==> config.mk <==
export PLATFORM = sky130hd
export DESIGN_NAME = parallel_to_serial
export DESIGN_NICKNAME = d
export VERILOG_FILES = /design/src/rtl/parallel_to_serial_pkg.sv /design/src/rtl/bit_timer.sv /design/src/rtl/parallel_to_serial.sv
export SDC_FILE = /design/constraint.sdc
export NUM_CORES = 1
export LEC_CHECK = 0
export ABC_CLOCK_PERIOD_IN_PS = 2700
export CAP_MARGIN = 20
export CORE_MARGIN = 1.5
export CORE_UTILIZATION = 42
export DETAILED_ROUTE_END_ITERATION = 16
export PLACE_DENSITY = 0.61
export SLEW_MARGIN = 5
export SYNTH_ARGS = -nofsm -noshare
export SYNTH_HDL_FRONTEND = slang
export SYNTH_HIERARCHICAL = 1
export SYNTH_SLANG_ARGS = --single-unit
==> constraint.sdc <==
create_clock -name clk -period 2.7 [get_ports clk]
set_input_delay 0.675 -clock clk [delete_from_list [all_inputs] [get_ports clk]]
set_output_delay 0.675 -clock clk [all_outputs]
set_load 0.03 [all_outputs]
==> src/rtl/parallel_to_serial_pkg.sv <==
// -----------------------------------------------------------------------------
// parallel_to_serial_pkg
// Shared definitions for the serial link transmitter and its matching
// receiver: frame length, bit-counter width and the transmitter state set.
// No ports; imported by parallel_to_serial.
// -----------------------------------------------------------------------------
package parallel_to_serial_pkg;

    // Number of bits in one serial frame; the receiver decodes the same count.
    localparam int FRAME_BITS = 15;

    // Bit counter is wide enough to index every bit of a frame.
    localparam int BIT_CNT_W = 4;

    // Index of the final bit in a frame, pre-sized for bit-counter compares.
    localparam logic [BIT_CNT_W-1:0] LAST_BIT = BIT_CNT_W'(FRAME_BITS - 1);

    // Transmitter states: waiting for a word, serial clock low, serial clock
    // high, and the idle spacing between frames.
    typedef enum logic [1:0] {
        IDLE = 2'd0,
        LOW  = 2'd1,
        HIGH = 2'd2,
        GAP  = 2'd3
    } state_e;

endpackage

==> src/rtl/bit_timer.sv <==
// -----------------------------------------------------------------------------
// bit_timer
// Phase timer for the serial clock. Counts system-clock cycles while enabled
// and flags the last cycle of a HALF_PERIOD-long phase so the owner can switch
// phase on the following edge.
//
// Ports:
//   clk        system clock
//   reset      synchronous, active-high reset
//   restart_i  clear the count on the next edge (start of a new phase)
//   enable_i   a phase is in progress; count this cycle
//   tc_o       terminal count: this is the final cycle of the current phase
// -----------------------------------------------------------------------------
module bit_timer #(
    parameter int HALF_PERIOD = 4
) (
    input  logic clk,
    input  logic reset,
    input  logic restart_i,
    input  logic enable_i,
    output logic tc_o
);

    localparam int PW = $clog2(HALF_PERIOD + 1);
    localparam logic [PW-1:0] LAST_COUNT = PW'(HALF_PERIOD - 1);

    logic [PW-1:0] count_q;
    logic [PW-1:0] count_d;

    // Restart wins over counting so a new phase always begins at zero. The
    // owner restarts on every terminal count, so the counter never passes
    // LAST_COUNT and never wraps.
    always_comb begin
        count_d = count_q;
        if (restart_i) begin
            count_d = '0;
        end else if (enable_i) begin
            count_d = count_q + PW'(1);
        end
    end

    // Count register with synchronous reset.
    always_ff @(posedge clk) begin
        if (reset) begin
            count_q <= '0;
        end else begin
            count_q <= count_d;
        end
    end

    // Terminal count is only meaningful while a phase is running.
    assign tc_o = enable_i && (count_q == LAST_COUNT);

endmodule

==> src/rtl/parallel_to_serial.sv <==
// -----------------------------------------------------------------------------
// parallel_to_serial
// Accepts a 15-bit word over a valid/ready handshake and sends it MSB first as
// a bit-serial frame on a generated serial clock/data pair. Each bit spends
// HALF_PERIOD cycles with the serial clock low (data set up) and HALF_PERIOD
// cycles high (receiver samples on the rising edge). GAP_CYCLES idle cycles
// follow each frame before the next word is accepted.
//
// Ports:
//   clk           system clock (only clock)
//   reset         synchronous, active-high reset
//   data_in       parallel word to send
//   in_valid      data_in is valid
//   in_ready      block can accept a word (idle)
//   serial_clock  generated serial clock, idles low
//   serial_data   serial data, MSB first, 0 when not sending
//   busy          frame or inter-frame gap in progress
//   done          one-cycle pulse when the last bit's high phase ends
// -----------------------------------------------------------------------------
module parallel_to_serial
    import parallel_to_serial_pkg::*;
#(
    parameter int HALF_PERIOD = 4,
    parameter int GAP_CYCLES  = 2
) (
    input  logic                  clk,
    input  logic                  reset,
    input  logic [FRAME_BITS-1:0] data_in,
    input  logic                  in_valid,
    output logic                  in_ready,
    output logic                  serial_clock,
    output logic                  serial_data,
    output logic                  busy,
    output logic                  done
);

    // A zero-length gap still needs a 1-bit counter to keep widths legal; the
    // GAP state is simply never entered in that case.
    localparam int GAP_W = (GAP_CYCLES > 0) ? $clog2(GAP_CYCLES + 1) : 1;
    localparam logic [GAP_W-1:0] GAP_LAST =
        GAP_W'((GAP_CYCLES > 0) ? (GAP_CYCLES - 1) : 0);

    state_e                 state_q, state_d;
    logic [FRAME_BITS-1:0]  shift_q, shift_d;
    logic [BIT_CNT_W-1:0]   bit_cnt_q, bit_cnt_d;
    logic [GAP_W-1:0]       gap_cnt_q, gap_cnt_d;
    logic                   sclk_q, sclk_d;
    logic                   sdata_q, sdata_d;
    logic                   ready_q, ready_d;
    logic                   busy_q, busy_d;
    logic                   done_q, done_d;

    logic                   accept;
    logic                   phase_active;
    logic                   phase_tc;

    assign accept       = in_valid && (state_q == IDLE);
    assign phase_active = (state_q == LOW) || (state_q == HIGH);

    // The phase timer is restarted whenever a word is taken or a phase ends,
    // so every LOW and HIGH phase lasts exactly HALF_PERIOD cycles.
    bit_timer #(
        .HALF_PERIOD (HALF_PERIOD)
    ) u_bit_timer (
        .clk       (clk),
        .reset     (reset),
        .restart_i (accept || phase_tc),
        .enable_i  (phase_active),
        .tc_o      (phase_tc)
    );

    // Next-state logic. The shift register only moves on the HIGH->LOW
    // transition, so serial data changes together with the falling serial
    // clock and is stable for a full phase on either side of the rising edge.
    // The outputs are computed from the next state so that every output is a
    // plain register with no path from the inputs.
    always_comb begin
        state_d   = state_q;
        shift_d   = shift_q;
        bit_cnt_d = bit_cnt_q;
        gap_cnt_d = gap_cnt_q;
        done_d    = 1'b0;

        case (state_q)
            IDLE: begin
                if (in_valid) begin
                    shift_d   = data_in;
                    bit_cnt_d = '0;
                    state_d   = LOW;
                end
            end
            LOW: begin
                if (phase_tc) begin
                    state_d = HIGH;
                end
            end
            HIGH: begin
                if (phase_tc) begin
                    if (bit_cnt_q == LAST_BIT) begin
                        done_d    = 1'b1;
                        gap_cnt_d = '0;
                        state_d   = (GAP_CYCLES == 0) ? IDLE : GAP;
                    end else begin
                        shift_d   = {shift_q[FRAME_BITS-2:0], 1'b0};
                        bit_cnt_d = bit_cnt_q + BIT_CNT_W'(1);
                        state_d   = LOW;
                    end
                end
            end
            GAP: begin
                if (gap_cnt_q == GAP_LAST) begin
                    state_d = IDLE;
                end else begin
                    gap_cnt_d = gap_cnt_q + GAP_W'(1);
                end
            end
            default: begin
                state_d = IDLE;
            end
        endcase

        sclk_d  = (state_d == HIGH);
        sdata_d = ((state_d == LOW) || (state_d == HIGH)) ?
                  shift_d[FRAME_BITS-1] : 1'b0;
        ready_d = (state_d == IDLE);
        busy_d  = (state_d != IDLE);
    end

    // State and output registers. Reset takes priority over a handshake and
    // aborts any frame in flight without a done pulse.
    always_ff @(posedge clk) begin
        if (reset) begin
            state_q   <= IDLE;
            shift_q   <= '0;
            bit_cnt_q <= '0;
            gap_cnt_q <= '0;
            sclk_q    <= 1'b0;
            sdata_q   <= 1'b0;
            ready_q   <= 1'b1;
            busy_q    <= 1'b0;
            done_q    <= 1'b0;
        end else begin
            state_q   <= state_d;
            shift_q   <= shift_d;
            bit_cnt_q <= bit_cnt_d;
            gap_cnt_q <= gap_cnt_d;
            sclk_q    <= sclk_d;
            sdata_q   <= sdata_d;
            ready_q   <= ready_d;
            busy_q    <= busy_d;
            done_q    <= done_d;
        end
    end

    assign in_ready     = ready_q;
    assign serial_clock = sclk_q;
    assign serial_data  = sdata_q;
    assign busy         = busy_q;
    assign done         = done_q;

endmodule

==> impl_metrics.json <==
{
  "diodes": 0,
  "via_per_inst": 5.253,
  "cts_resized": 0,
  "wl_per_cell_um": 12.76,
  "cts_tree": "yes",
  "report.power.total_w": 0.0009003,
  "synth-seq-area-share": 0.4029,
  "rsz0062_at_grt": "no",
  "pin_count": 23,
  "p_sw_w": 0.0002337,
  "clock_sinks": 31,
  "crit_slowest_cell": "dfxtp_1",
  "cp_max_fo": 7,
  "io_buffers": 22,
  "std_cell_rows": 21,
  "p_seq_frac": 0.540,
  "ant_nets": 0,
  "pwr-share-comb": 0.161,
  "htreeDepth": 2,
  "report.final.slew_viol_count": 0,
  "cp-end-kind": "flop",
  "swShare": 0.2596,
  "relSlewSlack": 0.6929,
  "layout_common_cells": "dfxtp_1, clkdlybuf4s50_1, nand2_1, a22oi_1, ha_1",
  "worst_slew_pin_slew_ns": 0.4593,
  "wirelength_mm": 3.025,
  "synth_top_area_cell": "dfxtp_1",
  "hold_viol": 0,
  "syn_nets": 194,
  "finClkSkew_ns": 0.002860,
  "p_leak_nw": 0.7056,
  "fin_ws_ns": 0.2239,
  "critPathArrivalTime_ns": 2.68,
  "synth.area.top_cells": "dfxtp_1, ha_1, a22oi_1",
  "grt_max_degree": 18,
  "gr-total-overflow": 0,
  "ys_seq_elements": 31,
  "synth-edff-count": 0,
  "core_area_um2": 3416,
  "cap_violations": 0,
  "yosysWarningCount": 6,
  "dp_hpwl_mm": 2.215,
  "drive_gt1_frac": 0.1780,
  "die-area_um2": 4039,
  "grt_pass1_vias": 1208,
  "place.gp.congestion": 0.7327,
  "grt_pass1_wl_mm": 5.195,
  "vias": 1245,
  "slowest_delay_ns": 0.40,
  "synth_cells": 164,
  "path_delay_family": "adder cells",
  "drtPass1Iterations": 4,
  "fmax_ghz": 0.4039,
  "area_growth_pct": 20.55,
  "path_cells": "inv_1 -> ha_1 -> and2_2 -> or2b_2 -> nand2_1 -> o41ai_1 -> buf_4 -> ha_1 -> nand4b_1 -> o21ai_0",
  "path_clk_slew_ns": 0.09,
  "ys_async_sr_fraction": 0,
  "die_h_um": 63.56,
  "cellPowerDensity_nw_per_um2": 484.9,
  "clockBufferDepth": 2,
  "synth_cell_types": 42,
  "avgSynthCellArea_um2": 9.392,
  "cts_setup_buffers": 0,
  "grt_usage": 0.1681,
  "period_needed_ns": 2.476,
  "fin_nets": 221,
  "drt_iter0_markers": 56,
  "postCtsHoldBufs": 0,
  "period_share": 0.9171,
  "initial_core_util": 0.4509,
  "cp_common_cell": "ha_1",
  "antenna_found_initial": 0,
  "cts_buffers": 5,
  "p_int_w": 0.0006665,
  "mostFrequentLayoutCell": "dfxtp_1",
  "cp_num_buf_inv": 2,
  "ys.flop_type": "dfxtp_1",
  "status": "completed",
  "startpoint_type": "flop",
  "finalSetupTns_ns": 0,
  "root_buffer": "clkbuf_4",
  "syn-cell-area_um2": 1540,
  "hold_class": "reg2reg",
  "pre_cts_ws_ns": 0.2116,
  "clock_latency_ns": 0.32,
  "required_ns": 2.91,
  "finalSetupViolCount": 0,
  "die_w_um": 63.56,
  "drc": 0,
  "ir_drop_v": 0.0002772,
  "synth_top_area_share": 0.4029,
  "crit_type": "reg2reg",
  "clkPwrFrac": 0.298
}
[sequential cells by signal, indices dropped and copies added, names as in the netlist]
register / cells
u_bit_timer/count_q: 3
shift_q: 15
in_ready: 1
busy: 1
bit_cnt_q: 4
serial_clock: 1
serial_data: 1
gap_cnt_q: 2
state_q: 2
done: 1
[power by group through the flow]
stage               combinational (W)  clock (W)  sequential, W
CTS                          0.000147   0.000285       0.000486
detailed placement           0.000146          0       0.000497
finish                       0.000145   0.000269       0.000486
global placement             0.000141          0       0.000495
floorplan                   0.0000881          0       0.000503
global route                 0.000160   0.000306       0.000489
[cells by family after synthesis]
| logic type | after synthesis | share of synthesized area |
|---|---|---|
| AOI/OAI and AO/OA | 45 | 0.2201 |
| xor gates and xnor gates | 2 | 0.01137 |
| adders and majority gates | 12 | 0.09748 |
| buffers and inverters | 14 | 0.05117 |
| DFF | 31 | 0.4029 |
| muxes | 2 | 0.01624 |
| and+or+nand+nor | 58 | 0.2007 |
[synth_stat cells, types with 2 or more instances]
cell / instances
dfxtp_1: 31
nand4_1: 3
o21ai_0: 6
a21oi_1: 5
or3b_2: 2
and2_1: 2
o21ai_2: 10
nor3b_1: 2
ha_1: 12
nor2b_1: 3
nand3_1: 2
nor2_1: 10
nor3_1: 2
or2_2: 2
a22oi_1: 14
buf_6: 2
buf_4: 3
nand2_1: 21
inv_1: 8
and2_2: 2
[worst paths after layout]
path | to | slack [ns] | cells past startpoint | startpoint
setup reg to reg | serial_data | 0.22 | 10 | state_q[1]
setup / recovery | serial_data | 0.22 | 10 | state_q[1]
hold reg to reg | shift_q[11] | 0.46 | 2 | shift_q[11]
hold / removal | shift_q[11] | 0.46 | 2 | shift_q[11]
[worst register-to-register path, delay by kind of cell (launching register included)]
family / cells / cell delay, ns
fa+ha+maj: 2 / 0.63
flops: 1 / 0.40
buf+inv: 2 / 0.29
simple gates: 4 / 0.63
compound gates: 2 / 0.41
[metal layers]
layer,vias up,routed length [um],global-route usage
li1,635,-,-
met1,582,1346,0.1834
met2,24,1472,0.2921
met3,4,143,0.05357
met4,0,63,0.08152
met5,-,0,0
[layout make-up]
| cell class | instances | area (um2) |
|---|---|---|
| clock inverters | 1 | 5.005 |
| inverters | 8 | 30.03 |
| fillers | 328 | 1559 |
| flip-flops and latches | 31 | 621.8 |
| repair buffers | 26 | 250.2 |
| clock buffers | 6 | 51.30 |
| well taps | 46 | 57.56 |
| multi-input cells | 119 | 840.8 |
[metrics by stage]
step                      utilization  hold slack, ns  cell area (um2)  cells
after CTS                      0.5432          0.4625             1856    237
after detailed placement       0.5267          0.4428             1799    230
after global routing           0.5436          0.4899             1857    237
final                          0.5436          0.4595             1857    237
after global placement         0.5267          0.4370             1799    230
after floorplan                     -          0.4259             1540    164
(Power assumes the default switching activity.)
